$ cat src/rtl/memshare_shift_gen_pkg.sv
// Shared types and sizing for the memShare scheduler stages.
// Also holds the shift-width helper, which the mod-Z adder uses as well.
package memShare_sched_pkg;

   localparam int Z_DEF = 85;

   function automatic int shift_width(input int z);
      return (z > 1) ? $clog2(z) : 1;
   endfunction

   localparam int SHIFT_W_DEF = shift_width(Z_DEF);

   typedef enum logic [1:0] {
      IDLE          = 2'd0,
      READ_COL_ADDR = 2'd1,
      SHIFT_GEN     = 2'd2,
      DONE          = 2'd3
   } shiftGen_state_e;

endpackage

$ cat src/rtl/memshare_shift_gen_mod_add.sv
// Combinational modulo-Z adder for two operands already in [0, Z-1].
// A single conditional subtract is enough because the sum never reaches 2Z.
module memShare_mod_add
   import memShare_sched_pkg::*;
#(
   parameter int Z       = Z_DEF,
   parameter int SHIFT_W = shift_width(Z)
) (
   input  logic [SHIFT_W-1:0] i_a,
   input  logic [SHIFT_W-1:0] i_b,
   output logic [SHIFT_W-1:0] o_shift,
   output logic               o_gtr
);

   logic [SHIFT_W:0] w_sum;

   assign w_sum   = {1'b0, i_a} + {1'b0, i_b};
   assign o_gtr   = (w_sum >= (SHIFT_W+1)'(Z));
   assign o_shift = o_gtr ? SHIFT_W'(w_sum - (SHIFT_W+1)'(Z)) : SHIFT_W'(w_sum);

endmodule

$ cat src/rtl/memshare_shift_gen.sv
// SHIFT_GEN stage: accumulates column circulant shifts modulo Z per memShare
// operation and reports the wrapped shift, wrap flag and running wrap parity.
//
// state         | meaning
// IDLE          | waiting for start_i; delta FF held clear
// READ_COL_ADDR | accepting the next column shift
// SHIFT_GEN     | result presented, waiting for out_ready_i
// DONE          | one-cycle done_o pulse after the last result
module memshare_shift_gen
   import memShare_sched_pkg::*;
#(
   parameter int Z         = Z_DEF,
   parameter int SHIFT_W   = shift_width(Z),
   parameter int REQ_NUM   = 4,
   parameter int REQ_CNT_W = $clog2(REQ_NUM) + 1
) (
   input  logic               sys_clk,
   input  logic               rstn,
   input  logic               start_i,
   input  logic [SHIFT_W-1:0] base_shift_i,
   input  logic               flush_i,
   input  logic               col_valid_i,
   input  logic [SHIFT_W-1:0] col_shift_i,
   output logic               col_ready_o,
   output logic               out_valid_o,
   input  logic               out_ready_i,
   output logic [SHIFT_W-1:0] shift_o,
   output logic               isGtr_o,
   output logic               delta_o,
   output logic               busy_o,
   output logic               done_o
);

   shiftGen_state_e        r_state;
   logic [SHIFT_W-1:0]     r_acc;
   logic [SHIFT_W-1:0]     r_col;
   logic [REQ_CNT_W-1:0]   r_cnt;
   logic                   r_delta;

   logic [SHIFT_W-1:0]     w_shift;
   logic                   w_gtr;

   memShare_mod_add #(
      .Z       (Z),
      .SHIFT_W (SHIFT_W)
   ) u_mod_add (
      .i_a     (r_col),
      .i_b     (r_acc),
      .o_shift (w_shift),
      .o_gtr   (w_gtr)
   );

   always_ff @(posedge sys_clk or negedge rstn) begin
      if (!rstn) begin
         r_state <= IDLE;
         r_acc   <= '0;
         r_col   <= '0;
         r_cnt   <= '0;
         r_delta <= 1'b0;
      end else if (flush_i) begin
         r_state <= IDLE;
         r_cnt   <= '0;
         r_delta <= 1'b0;
      end else begin
         unique case (r_state)
            IDLE: begin
               r_delta <= 1'b0;
               if (start_i) begin
                  r_acc   <= base_shift_i;
                  r_cnt   <= '0;
                  r_state <= READ_COL_ADDR;
               end
            end
            READ_COL_ADDR: begin
               if (col_valid_i) begin
                  r_col   <= col_shift_i;
                  r_state <= SHIFT_GEN;
               end
            end
            SHIFT_GEN: begin
               if (out_ready_i) begin
                  r_acc   <= w_shift;
                  r_delta <= r_delta ^ w_gtr;
                  r_cnt   <= r_cnt + REQ_CNT_W'(1);
                  r_state <= (r_cnt == REQ_CNT_W'(REQ_NUM - 1)) ? DONE : READ_COL_ADDR;
               end
            end
            DONE: begin
               r_delta <= 1'b0;
               r_state <= IDLE;
            end
            default: r_state <= IDLE;
         endcase
      end
   end

   // Result fields are forced to zero outside SHIFT_GEN so idle outputs never
   // expose stale accumulator contents.
   assign busy_o      = (r_state != IDLE);
   assign col_ready_o = (r_state == READ_COL_ADDR);
   assign out_valid_o = (r_state == SHIFT_GEN);
   assign done_o      = (r_state == DONE);
   assign shift_o     = out_valid_o ? w_shift : '0;
   assign isGtr_o     = out_valid_o & w_gtr;
   assign delta_o     = out_valid_o & (r_delta ^ w_gtr);

endmodule

$ cat config.mk
export PLATFORM = sky130hd
export DESIGN_NAME = memshare_shift_gen
export DESIGN_NICKNAME = d
export VERILOG_FILES = /design/src/rtl/memshare_shift_gen_pkg.sv /design/src/rtl/memshare_shift_gen_mod_add.sv /design/src/rtl/memshare_shift_gen.sv
export SDC_FILE = /design/constraint.sdc
export NUM_CORES = 1
export LEC_CHECK = 0
export CORE_MARGIN = 10
export CORE_UTILIZATION = 60
export DETAILED_ROUTE_END_ITERATION = 16
export DONT_BUFFER_PORTS = 1
export PLACE_DENSITY = 0.74
export REMOVE_ABC_BUFFERS = 1
export SLEW_MARGIN = 10
export SYNTH_ARGS = -nofsm -noshare
export SYNTH_HDL_FRONTEND = slang
export SYNTH_HIERARCHICAL = 1
export SYNTH_SLANG_ARGS = --single-unit
export TNS_END_PERCENT = 30
$ cat constraint.sdc
create_clock -name sys_clk -period 4.2 [get_ports sys_clk]
set_clock_uncertainty 0.05 [all_clocks]
set_input_delay 0.84 -clock sys_clk [delete_from_list [all_inputs] [get_ports sys_clk]]
set_output_delay 0.84 -clock sys_clk [all_outputs]
set_load 0.02 [all_outputs]
==> impl_metrics.py <==
metrics = {
    "place": {
        "hpwl_um": 3060,
        "place.gp.congestion": 0.933,
        "port_buffers": 0,
    },
    "detailed_routing": {
        "met1Wirelength_um": 1620,
        "drc": 0,
        "vias_per_cell": 6.40,
        "wl_met3_um": 374,
        "topRoutingLayerUsed": "met5",
        "drt_wl_total_um": 3800,
        "vias": 1318,
        "drtIter0Drc": 62,
        "routedWlPerCell_um": 18.4,
        "wl_met2_um": 1720,
        "ant_nets": 0,
        "first_pass_iters": 4,
    },
    "global_route": {
        "grt_pass1_wl_um": 6050,
        "grt_max_degree": 21,
        "grt_usage_pct": 13.9,
        "grt_pass1_vias": 1266,
        "antenna_found_initial": 2,
        "grt_overflow": 0,
    },
    "cts": {
        "clk_pin_slew_ns": 0.11,
        "worstSkewPairLatency_ns": 0.31,
        "h-tree-depth": 1,
        "clock-sinks": 20,
        "cts_root_buffer": "clkbuf_4",
        "tritoncts": "built",
        "clockBufferDepth": 2,
        "cts_buffers": 3,
        "postCtsHoldBufs": 0,
    },
    "setup_path": {
        "critPathLaunch": "r_col[0]",
        "rr_endpoint": "r_acc[3]",
        "r2r_start": "r_col[0]",
        "crit_fanout": 6,
        "start_kind": "flip-flop",
        "cp-end-kind": "output pin",
        "r2r_slack_ns": 0.89,
        "worstRegToRegCells": 13,
        "cp.required_ns": 3.31,
        "critPathArrivalTime_ns": 3.14,
        "endpoint": "shift_o[1]",
        "critical_path_class": "flip-flop to output pin",
    },
    "yosys": {
        "synthFlopType": "dfrtp_1",
        "synth_seq_area_share_pct": 28.5,
        "syn_area_per_cell_um2": 10.0,
        "synth_edf_count": 0,
        "async_reset_ff_share_pct": 100,
        "synth.ff_latch_count": 20,
        "synth_area_um2": 1750,
        "yosysWarnings": 6,
        "synth.distinct_cells": 53,
        "postSynthCellCount": 175,
    },
    "layout": {
        "syn_to_final_growth_pct": 4.71,
        "diodes": 0,
        "final_layout_size_suffix_gt1_share_pct": 25.7,
        "nets": 213,
        "fin_util_pct": 66.0,
    },
    "floorplanning": {
        "dieHeight_um": 74.1,
        "dieArea_um2": 5490,
        "rows": 19,
        "core_area_um2": 2780,
        "die_w_um": 74.1,
        "start_util_pct": 63.1,
        "io_pins": 33,
    },
    "timing": {
        "max_freq_ghz": 0.248,
        "finalSetupViolations": 0,
        "period_share_pct": 95.8,
        "rsz0062_at_grt": "no",
        "finalHoldViolCount": 0,
        "fin_setup_tns_ns": 0,
        "slew_headroom_pct": 51.1,
        "drv_slew": 0,
        "tightest_slew_ns": 0.733,
        "min_period_ns": 4.03,
    },
    "hold_path": {
        "hp-class": "input pin to async pin",
    },
    "outcome": {
        "status": "completed",
    },
    "run": {
        "drv_cap": 0,
    },
}
==> kinds of logic (layout without fill, tap and decap cells) <==
| kind of cell | after synthesis | count (layout) | share of synthesized area (%) |
|---|---|---|---|
| mux | 24 | 24 | 15.5 |
| flops | 20 | 20 | 28.5 |
| fa+ha+maj | 17 | 17 | 12.6 |
| compound gates | 38 | 38 | 15.1 |
| buf+inv | 17 | 17 | 5.21 |
| simple gates | 53 | 53 | 19.6 |
| xor+xnor | 6 | 6 | 3.42 |
==> state kept, by name (all words and copies together), names as in the netlist <==
signal   count
r_state      2
r_col        7
r_cnt        3
r_acc        7
r_delta      1
==> area by class of cell <==
class / instances / area (µm²)
sequential: 20 / 500
inverter: 10 / 37.5
fill: 223 / 945
clock inverter: 1 / 30.0
tap: 31 / 38.8
clock buffer: 3 / 22.5
timing repair buffer: 3 / 22.5
multi-input combinational: 138 / 1180
==> synthesized netlist by cell type, drive strengths merged (2+ instances only) <==
cell type	n	area, µm²
o21ai	4	23.8
xor2	2	25.0
mux2	23	263
buf	6	50.0
ha	16	200
and2b	2	15.0
or3b	3	28.8
a31oi	2	12.5
nand2	5	26.3
nor2	5	18.8
nor2b	6	37.5
or4	3	22.5
inv	10	37.5
nand2b	3	18.8
nand3b	3	22.5
o221ai	2	17.5
nor3b	2	15.0
xnor2	4	35.0
nand4	3	18.8
nor3	3	26.3
o31ai	5	37.5
o21a	2	15.0
and2	8	50.1
dfrtp	20	500
a21oi	14	70.1
nand3	3	15.0
==> metal layers <==
metal / vias up / track usage [%]
met4: 2 / 4.97
met2: 38 / 22.0
met3: 8 / 6.78
met1: 632 / 16.1
li1: 638 / -
met5: - / 0
==> worst min path at each step <==
stage	start	to	slack [ns]
floorplan	r_acc[0]	r_acc[0]	0.43
global placement	r_acc[3]	r_acc[3]	0.44
detailed placement	r_acc[6]	r_acc[6]	0.45
CTS	rstn	r_state[1]	0.15
global route	rstn	r_cnt[1]	0.14
finish	rstn	r_state[1]	0.16
==> placed cells by master (no fill, tap or decap), types with 2 or more instances in the layout <==
cell type,count
a21oi_1,14
a31oi_1,2
and2_1,4
and2_2,3
and2b_1,2
buf_4,3
clkbuf_4,3
dfrtp_1,20
ha_1,14
ha_2,2
inv_1,9
mux2_2,21
nand2_1,4
nand2b_1,3
nand3_1,3
nand3b_1,3
nand4_1,3
nor2_1,5
nor2b_1,6
nor3_1,2
nor3b_1,2
o21a_1,2
o21ai_0,2
o221ai_1,2
o31ai_1,5
or3b_1,2
or4_1,3
xnor2_1,4
==> metrics by stage <==
step / cells / hold slack [ns] / worst slack (ns) / instance area, µm²
final: 206 / 0.160 / 0.175 / 1840
after global routing: 206 / 0.136 / 0.0225 / 1840
after CTS: 203 / 0.148 / 0.128 / 1790
after floorplan: 168 / 0.435 / 0.717 / 1700
after detailed placement: 199 / 0.453 / 0.484 / 1740
after global placement: 199 / 0.444 / 0.649 / 1740
==> critical path: stages, from the launching register on <==
cell      delay [ns]
dfrtp_1         0.40
ha_2            0.21
fa_1            0.51
inv_1           0.08
ha_2            0.20
nor2b_1         0.13
o32a_2          0.21
a311oi_4        0.31
o21ai_2         0.15
nand2_4         0.11
mux2_4          0.31
and2_2          0.22
==> repair_timing <==
action,CTS,global route
buffers inserted,0,3
setup endpoints to repair,0,4
resized for setup,0,8
Power is not shown: default switching activity piles up to over one toggle a cycle in this logic, so the estimate is an artifact.
